<file path="config.mk">
export PLATFORM = sky130hd
export DESIGN_NAME = dds_config_gen
export DESIGN_NICKNAME = d
export VERILOG_FILES = /design/src/rtl/dds_pkg.sv /design/src/rtl/dds_lane_phase_acc.sv /design/src/rtl/dds_config_gen.sv
export SDC_FILE = /design/constraint.sdc
export NUM_CORES = 2
export LEC_CHECK = 0
export ABC_AREA = 1
export BUFFER_PORTS_ARGS = -buffer_cell sky130_fd_sc_hd__clkbuf_2
export CORE_ASPECT_RATIO = 1.75
export CORE_MARGIN = 1
export CORE_UTILIZATION = 40
export CTS_BUF_LIST = sky130_fd_sc_hd__clkbuf_16
export DETAILED_ROUTE_END_ITERATION = 6
export GPL_ROUTABILITY_DRIVEN = 0
export HOLD_SLACK_MARGIN = 0.1
export MAX_ROUTING_LAYER = met4
export PLACE_DENSITY_LB_ADDON = 0.3
export SLEW_MARGIN = 25
export SYNTH_ARGS = -nofsm -noshare
export SYNTH_HDL_FRONTEND = slang
export SYNTH_SLANG_ARGS = --single-unit
export TNS_END_PERCENT = 50
</file>
<file path="constraint.sdc">
create_clock -name aclk -period 11.76 [get_ports aclk]
set_input_delay 1.764 -clock aclk [delete_from_list [all_inputs] [get_ports aclk]]
set_output_delay 1.764 -clock aclk [all_outputs]
set_load 0.05 [all_outputs]
</file>
<file path="src/rtl/dds_pkg.sv">
// +----------------------------------------------------------------------------+
// | dds_pkg                                                                    |
// | Shared constants, lane-word layout, FSM states and the rounding helper     |
// | used to turn the split frequency product into a DDS phase increment.       |
// | Rev 1.0                                                                    |
// +----------------------------------------------------------------------------+
`default_nettype none

package dds_pkg;

    // round(2^64 / F_CLK_HZ): Hz -> 32-bit phase increment with 32 guard bits
    localparam logic [36:0] PINC_K   = 37'd92233720369;
    localparam int unsigned F_CLK_HZ = 200_000_000;

    typedef struct packed {
        logic [31:0] poff;
        logic [31:0] pinc;
    } lane_word_t;

    typedef enum logic [2:0] {
        IDLE = 3'd0,
        MUL1 = 3'd1,
        MUL2 = 3'd2,
        LANE = 3'd3,
        OUT  = 3'd4
    } state_t;

    // lo = frq*K[18:0], hi = frq*K[36:19]; bits above 63 never reach the result
    function automatic logic [31:0] pinc_round(input logic [50:0] lo, input logic [44:0] hi);
        logic [63:0] sum;
        sum = {13'd0, lo} + {hi, 19'd0} + 64'h0000_0000_8000_0000;
        return sum[63:32];
    endfunction

endpackage

`default_nettype wire

</file>
<file path="src/rtl/dds_lane_phase_acc.sv">
// +----------------------------------------------------------------------------+
// | dds_lane_phase_acc                                                         |
// | Builds the per-lane phase offsets (k*pinc)>>3 by repeated addition, one    |
// | lane per cycle after start_i; done_o pulses once all words are written.    |
// | Rev 1.0                                                                    |
// +----------------------------------------------------------------------------+
`default_nettype none

module dds_lane_phase_acc
    import dds_pkg::*;
#(
    parameter int N_LANES = 8
) (
    input  logic                    aclk,
    input  logic                    aresetn,
    input  logic                    start_i,
    input  logic [31:0]             pinc_i,
    output logic [32*N_LANES-1:0]   poff_o,
    output logic                    done_o
);

    localparam int CW = $clog2(N_LANES);

    logic [CW-1:0] cnt_q;
    logic          run_q;
    logic          done_q;
    logic [34:0]   acc_q;
    logic [31:0]   poff_q [N_LANES];

    always_ff @(posedge aclk or negedge aresetn) begin
        if (!aresetn) begin
            cnt_q  <= '0;
            run_q  <= 1'b0;
            done_q <= 1'b0;
            acc_q  <= '0;
            for (int i = 0; i < N_LANES; i++) begin
                poff_q[i] <= '0;
            end
        end else begin
            done_q <= 1'b0;
            if (start_i) begin
                run_q <= 1'b1;
                cnt_q <= '0;
                acc_q <= '0;
            end else if (run_q) begin
                // acc holds k*pinc with 3 extra bits so >>3 keeps a full 32-bit word
                poff_q[cnt_q] <= acc_q[34:3];
                acc_q         <= acc_q + {3'd0, pinc_i};
                cnt_q         <= cnt_q + 1'b1;
                if (cnt_q == CW'(N_LANES - 1)) begin
                    run_q  <= 1'b0;
                    done_q <= 1'b1;
                end
            end
        end
    end

    for (genvar k = 0; k < N_LANES; k++) begin : g_poff
        assign poff_o[32*k +: 32] = poff_q[k];
    end

    assign done_o = done_q;

endmodule

`default_nettype wire

</file>
<file path="src/rtl/dds_config_gen.sv">
// +----------------------------------------------------------------------------+
// | dds_config_gen                                                             |
// | Converts a frequency in Hz into phase-increment/offset config words for    |
// | N_LANES parallel DDS lanes. Define DDS_CFG_RANGE_CHECK_EN to reject        |
// | requests above F_MAX_HZ with a cfg_err pulse.                              |
// | Rev 1.0                                                                    |
// +----------------------------------------------------------------------------+
`default_nettype none

module dds_config_gen
    import dds_pkg::*;
#(
    parameter int          N_LANES  = 8,
    parameter int unsigned F_MAX_HZ = 100_000_000
) (
    input  logic                    aclk,
    input  logic                    aresetn,
    input  logic [31:0]             frq_hz,
    input  logic                    frq_valid,
    output logic                    frq_ready,
    output logic [64*N_LANES-1:0]   cfg_tdata,
    output logic                    cfg_tvalid,
    input  logic                    cfg_tready,
    output logic                    busy,
    output logic                    cfg_err
);

    localparam logic [18:0] K_LO = PINC_K[18:0];
    localparam logic [17:0] K_HI = PINC_K[36:19];

    state_t                 state_q;
    logic [31:0]            frq_q;
    logic [50:0]            pp_lo_q;
    logic [44:0]            pp_hi_q;
    logic [31:0]            pinc_q;
    logic                   ready_q;
    logic                   valid_q;
    logic                   busy_q;
    logic [64*N_LANES-1:0]  tdata_q;

    logic                   w_accept;
    logic                   w_reject;
    logic                   w_lane_start;
    logic                   w_lane_done;
    logic [32*N_LANES-1:0]  w_poff;
    logic [64*N_LANES-1:0]  w_cfg;
    logic [50:0]            w_pp_lo;
    logic [44:0]            w_pp_hi;

    assign w_accept     = frq_valid & ready_q;
    assign w_lane_start = (state_q == MUL2);
    assign w_pp_lo      = {19'd0, frq_q} * {32'd0, K_LO};
    assign w_pp_hi      = {13'd0, frq_q} * {27'd0, K_HI};

    dds_lane_phase_acc #(
        .N_LANES (N_LANES)
    ) u_lane_acc (
        .aclk    (aclk),
        .aresetn (aresetn),
        .start_i (w_lane_start),
        .pinc_i  (pinc_q),
        .poff_o  (w_poff),
        .done_o  (w_lane_done)
    );

    for (genvar k = 0; k < N_LANES; k++) begin : g_lane_word
        lane_word_t w_word;
        assign w_word.poff          = w_poff[32*k +: 32];
        assign w_word.pinc          = pinc_q;
        assign w_cfg[64*k +: 64]    = w_word;
    end

    always_ff @(posedge aclk or negedge aresetn) begin
        if (!aresetn) begin
            state_q <= IDLE;
            frq_q   <= '0;
            pp_lo_q <= '0;
            pp_hi_q <= '0;
            pinc_q  <= '0;
            ready_q <= 1'b0;
            valid_q <= 1'b0;
            busy_q  <= 1'b0;
            tdata_q <= '0;
        end else begin
            case (state_q)
                IDLE: begin
                    ready_q <= 1'b1;
                    if (w_accept && !w_reject) begin
                        frq_q   <= frq_hz;
                        state_q <= MUL1;
                        ready_q <= 1'b0;
                        busy_q  <= 1'b1;
                    end
                end
                MUL1: begin
                    pp_lo_q <= w_pp_lo;
                    pp_hi_q <= w_pp_hi;
                    state_q <= MUL2;
                end
                MUL2: begin
                    pinc_q  <= pinc_round(pp_lo_q, pp_hi_q);
                    state_q <= LANE;
                end
                LANE: begin
                    if (w_lane_done) begin
                        tdata_q <= w_cfg;
                        valid_q <= 1'b1;
                        state_q <= OUT;
                    end
                end
                OUT: begin
                    if (cfg_tready) begin
                        valid_q <= 1'b0;
                        busy_q  <= 1'b0;
                        ready_q <= 1'b1;
                        state_q <= IDLE;
                    end
                end
                default: begin
                    state_q <= IDLE;
                end
            endcase
        end
    end

`ifdef DDS_CFG_RANGE_CHECK_EN
    logic err_q;

    assign w_reject = (frq_hz > F_MAX_HZ);

    always_ff @(posedge aclk or negedge aresetn) begin
        if (!aresetn) begin
            err_q <= 1'b0;
        end else begin
            err_q <= w_accept & w_reject;
        end
    end

    assign cfg_err = err_q;
`else
    assign w_reject = 1'b0;
    assign cfg_err  = 1'b0;
`endif

    assign frq_ready  = ready_q;
    assign cfg_tvalid = valid_q;
    assign cfg_tdata  = tdata_q;
    assign busy       = busy_q;

endmodule

`default_nettype wire

</file>
After elaboration in Yosys (flattened, before gate mapping)

Cells that the tools add are included.

Add/sub/neg operators: 4
$mul: 2
Order comparisons: 2
Eq/ne operators: 8
Mux-type cells: 25
Bitwise logic cells: 3
Reductions and logical operators: 12

Operators with widths:

| cell                                                | number |
|---|---|
| bitwise mux 256 bit                                 | 1 |
| demux 32 bit (select 3 bit)                         | 1 |
| two-way mux 35 bit                                  | 2 |
| adder 51 x 64 -> 64 bit                             | 1 |
| adder 64 x 32 -> 64 bit, second input constant      | 1 |
| multiplier 32 x 19 -> 51 bit, second input constant | 1 |
| multiplier 32 x 18 -> 45 bit, second input constant | 1 |
| adder 35 x 32 -> 35 bit                             | 1 |
| two-way mux 32 bit                                  | 1 |
| two-way mux 3 bit                                   | 5 |
| case mux 3 bit (5 select lines)                     | 1 |
| two-way mux 1 bit                                   | 11 |
| AND reduction 3 bit                                 | 3 |
| AND reduction 2 bit                                 | 4 |
| equality test 3 x 2 -> 1 bit, second input constant | 2 |
| equality test 3 bit, second input constant          | 2 |
| case mux 1 bit (2 select lines)                     | 3 |
| nonzero test 2 bit                                  | 3 |
| >= comparator 4 bit, second input constant          | 1 |
| < comparator 4 x 1 -> 1 bit, second input constant  | 1 |
| inequality test 2 bit, second input constant        | 2 |
| inverter 3 -> 4 bit                                 | 1 |
| adder 3 x 1 -> 3 bit, second input constant         | 1 |
| equality test 3 x 1 -> 1 bit, second input constant | 1 |
| 5 further kinds                                     | 5 |

Flip-flop bits (word level): 974
Input bits: 36
Output and inout bits: 516
Word-level logic and storage cells: 77

Depth between registers and ports, before layout

Depth after elaboration: 6
Depth in mapped cells: 26
Depth with buffers taken out: 26

Cells and area by module

From an unflattened synthesis, not the netlist that was laid out.

Cells, all modules: 6246
Area, all modules: 54339.6 µm²

Modules (own cells, without submodules):

| module             | times used | cells an instance | area each (µm²) | sequential area each (µm²) |
|---|---|---|---|---|
| dds_config_gen     | 1          | 4799              | 41621.2         | 10885.4 |
| dds_lane_phase_acc | 1          | 1447              | 12718.4         | 7407.1 |

Worst setup path before layout

OpenSTA, ideal clock, no wires.

Path kind: register to register
Start: register frq_q[22]
End: register pp_lo_q[50]
Setup time: 118 ps
Arrival: 5195 ps
Data required time: 11642 ps
Path slack: 6448 ps
Stages on the path, launching flop included: 23
Buffers on the path: 0
Period minus slack after synthesis: 5312 ps
Cell sequence: dfrtp_1 -> inv_1 -> fa_1 -> inv_1 -> fa_1 -> fa_1 -> inv_1 -> fa_1 -> inv_1 -> fa_1 -> inv_1 -> fa_1 -> inv_1 -> ha_1 -> nand2_1 -> nor2_1 -> nand2_1 -> nor3_1 -> nand3b_1 -> nand3_1 -> nand2_1 -> nand3_1 -> nand2_1

Longest elaborated chain between the ends: 1

RTL lines:

| element                      | line                 | source |
|---|---|---|
| start: declaration           | dds_config_gen.sv:32 | `logic [31:0] frq_q;` |
| start signal: assignment     | dds_config_gen.sv:89 | `frq_q <= frq_hz;` |
| multiplier 32 x 19 -> 51 bit | dds_config_gen.sv:52 | `assign w_pp_lo = {19'd0, frq_q} * {32'd0, K_LO};` |
| end signal: assignment       | dds_config_gen.sv:96 | `pp_lo_q <= w_pp_lo;` |
| end: declaration             | dds_config_gen.sv:33 | `logic [50:0] pp_lo_q;` |

Every way passes these cells.
A chain may end at the register's enable or synchronous reset.

Worst setup path after layout

Start: register frq_q[22]
End: register pp_lo_q[43]

Same word-level chain as after synthesis.

==> results.json <==
{
  "fin_crit_sh_pct": 60.4,
  "synth_cell_type_count": 46,
  "hold_start": "u_lane_acc.poff_o[184]",
  "dp_hpwl_mm": 146,
  "endpoint_kind": "register",
  "drt_pass1_iterations": 6,
  "cp.required_ns": 12.35,
  "initial_core_util_pct": 40.4,
  "synth_most_common_cell": "nand2_1",
  "ys_seq_area_share_pct": 33.7,
  "drv_slew": 0,
  "fmax_mhz": 141,
  "clk_latency_ns": 0.70,
  "yosys.area.top_type_share_pct": 33.7,
  "grt_pass1_wl_mm": 268,
  "path_class": "reg2reg",
  "drive_above_1_share_pct": 13.0,
  "syn_inst": 6217,
  "min_to": "cfg_tdata[376]",
  "avgSynthCellArea_um2": 8.73,
  "maxCapViolCount": 0,
  "ys.flop_type": "dfrtp_1",
  "grt_pass1_vias": 43300,
  "cts.path.max_buffers": 3,
  "cp_max_fo": 11,
  "hold_buffers": 0,
  "netlist_area_um2": 54300,
  "r2r_end": "pp_lo_q[43]",
  "timing.rr.start": "frq_q[22]",
  "skew_ns": 0.0434,
  "synth_nets": 7107,
  "die_area_um2": 137000,
  "layout.nets": 7409,
  "maxSlewHeadroom_pct": 27.4,
  "synth_common_cells": "nand2_1, inv_1, dfrtp_1",
  "die_h_um": 489,
  "final_hold_viol_count": 0,
  "wirelength_mm": 183,
  "drc": 0,
  "yosysTopAreaCell": "dfrtp_1",
  "antenna_found_initial": 4,
  "cts_tree": "built",
  "finalWorstPathRequiredPeriod_ns": 7.11,
  "htree_levels": 3,
  "ioPinCount": 552,
  "cp_data_arrival_time_ns": 7.69,
  "n_fill_cell": 13300,
  "fin_tns_setup_ns": 0,
  "core_area_um2": 135000,
  "outcome": "complete, no violations",
  "fp.dieW_um": 281,
  "setup_violations": 0,
  "cts_resized": 0,
  "startpoint_type": "register",
  "cts_setup_buffers": 0,
  "async_flop_share_pct": 100,
  "grt.total_usage_pct": 27.5,
  "tightest_slew_ns": 1.08,
  "synthTopCellsByArea": "dfrtp_1, fa_1, ha_1, nand2_1, inv_1",
  "post_drt_via_cell_ratio": 5.08,
  "worst-r2r-cell-count": 22,
  "clk_pin_slew_ns": 0.06,
  "syn_to_final_growth_pct": 9.96,
  "ys.warnings.count": 0,
  "cts_buffers": 71,
  "rsz0062_at_grt": "no",
  "gr-total-overflow": 0,
  "row_count": 178,
  "synth_edf_count": 0,
  "holdCritPathClass": "reg2reg",
  "drt_iter0_drc": 2607,
  "hold_depth": 1,
  "reg2reg_slack_ns": 4.65,
  "wl_per_cell_um": 21.8,
  "clockRootBuffer": "clkbuf_16",
  "crit_path_start": "frq_q[22]",
  "io_buffers": 550,
  "ant_nets": 0,
  "vias": 42500,
  "grt_max_degree": 162,
  "clkSinkCount": 731,
  "synth.ff_latch_count": 731
}
## how the worst max path moves through the flow
| stage | end | slack (ns) |
|---|---|---|
| CTS | pp_lo_q[43] | 5.10 |
| global route | pp_lo_q[43] | 4.39 |
| finish | pp_lo_q[43] | 4.65 |
| global placement | pp_lo_q[43] | 5.14 |
| detailed placement | pp_lo_q[43] | 5.10 |
| floorplan | pp_lo_q[50] | 6.45 |
## stage by stage
stage / utilization (%) / hold WS (ns) / area [µm²] / cells / worst slack (ns)
6_report: 44.4 / 0.475 / 59700 / 8378 / 4.65
2_1_floorplan: - / 0.446 / 54300 / 6217 / 6.45
4_1_cts: 44.4 / 0.470 / 59700 / 8374 / 5.10
3_3_place_gp: 42.6 / 0.459 / 57200 / 8244 / 5.14
3_5_place_dp: 42.6 / 0.466 / 57300 / 8245 / 5.10
5_1_grt: 44.4 / 0.490 / 59700 / 8378 / 4.39
## area by class of cell
cell class / instances / area [µm²] / area share, %
Sequential cell: 731 / 18300 / 30.6
Clock inverter: 57 / 603 / 1.01
Antenna cell: 3 / 7.51 / 0.0126
Timing Repair Buffer: 576 / 3030 / 5.08
Clock buffer: 72 / 1800 / 3.02
Inverter: 1159 / 4350 / 7.29
Tap cell: 1800 / 2250 / 3.77
Multi-Input combinational cell: 3980 / 29400 / 49.2
## cell usage in the layout, fill, tap and decap left out, types with 8 or more instances in the layout
| cell | netlist | layout |
|---|---|---|
| o21bai_1 | 20 | 20 |
| nor3_1 | 28 | 26 |
| or2_2 | 22 | 22 |
| clkbuf_2 | 0 | 549 |
| xor2_1 | 31 | 31 |
| inv_1 | 1153 | 1163 |
| mux2_2 | 133 | 133 |
| dfrtp_1 | 731 | 731 |
| xnor2_1 | 36 | 36 |
| ha_1 | 483 | 483 |
| mux2_1 | 146 | 146 |
| nand2_1 | 1486 | 1486 |
| nand3b_1 | 37 | 37 |
| o21ai_0 | 220 | 220 |
| nand4_4 | 5 | 8 |
| o21ai_1 | 162 | 162 |
| nand3_1 | 222 | 222 |
| nand4_1 | 39 | 39 |
| fa_1 | 371 | 371 |
| a21o_1 | 10 | 10 |
| clkinv_2 | 0 | 8 |
| o22ai_1 | 13 | 13 |
| nor2_1 | 306 | 306 |
| clkbuf_16 | 0 | 72 |
| buf_4 | 229 | 20 |
| bufinv_16 | 0 | 9 |
| clkinv_1 | 2 | 20 |
| a21oi_1 | 177 | 177 |
## flip-flops by register name, summed over array words and instances (netlist names)
signal and cells:
u_lane_acc.cnt_q 3, frq_ready 1, cfg_tvalid 1, pp_hi_q 37, pinc_q 32, busy 1, pp_lo_q 40, cfg_tdata 288
u_lane_acc.acc_q 35, u_lane_acc.run_q 1, u_lane_acc.done_o 1, state_q 3, frq_q 32, u_lane_acc.poff_o 256
## cell families (layout without fill, tap and decap cells)
kind of cell,count (synthesis),after routing,synth area share [%]
AND/OR/NAND/NOR,2166,2166,16.4
buffers and inverters,1506,1864,12.3
adder cells (fa/ha/maj),854,854,24.8
flip-flops,731,731,33.7
AO/OA/AOI/OAI,613,613,5.88
multiplexers,279,279,5.79
XOR/XNOR,67,67,1.08
other,1,4,0.00691
## per-layer routing
metal  part of all wire [%]  global-route usage, %
met1                     33                   25.6
met2                     51                   48.7
met3                    5.9                   5.43
met4                    9.7                   22.5
met5                      0                      -
## worst max-delay path, cell delays in order (launching register included)
cell,delay [ns]
dfrtp_1,0.81
inv_1,0.18
fa_1,0.57
inv_1,0.08
fa_1,0.47
fa_1,0.56
inv_1,0.06
fa_1,0.54
inv_1,0.06
fa_1,0.52
inv_1,0.05
fa_1,0.53
inv_1,0.04
ha_1,0.43
nand2_1,0.14
nor2_1,0.46
inv_1,0.17
nor3_1,0.52
o211ai_1,0.44
nand3_1,0.20
nand2_1,0.06
nand3_1,0.08
nand2_1,0.06
Power is not shown: default switching activity piles up to over one toggle a cycle in this logic, so the estimate is an artifact.
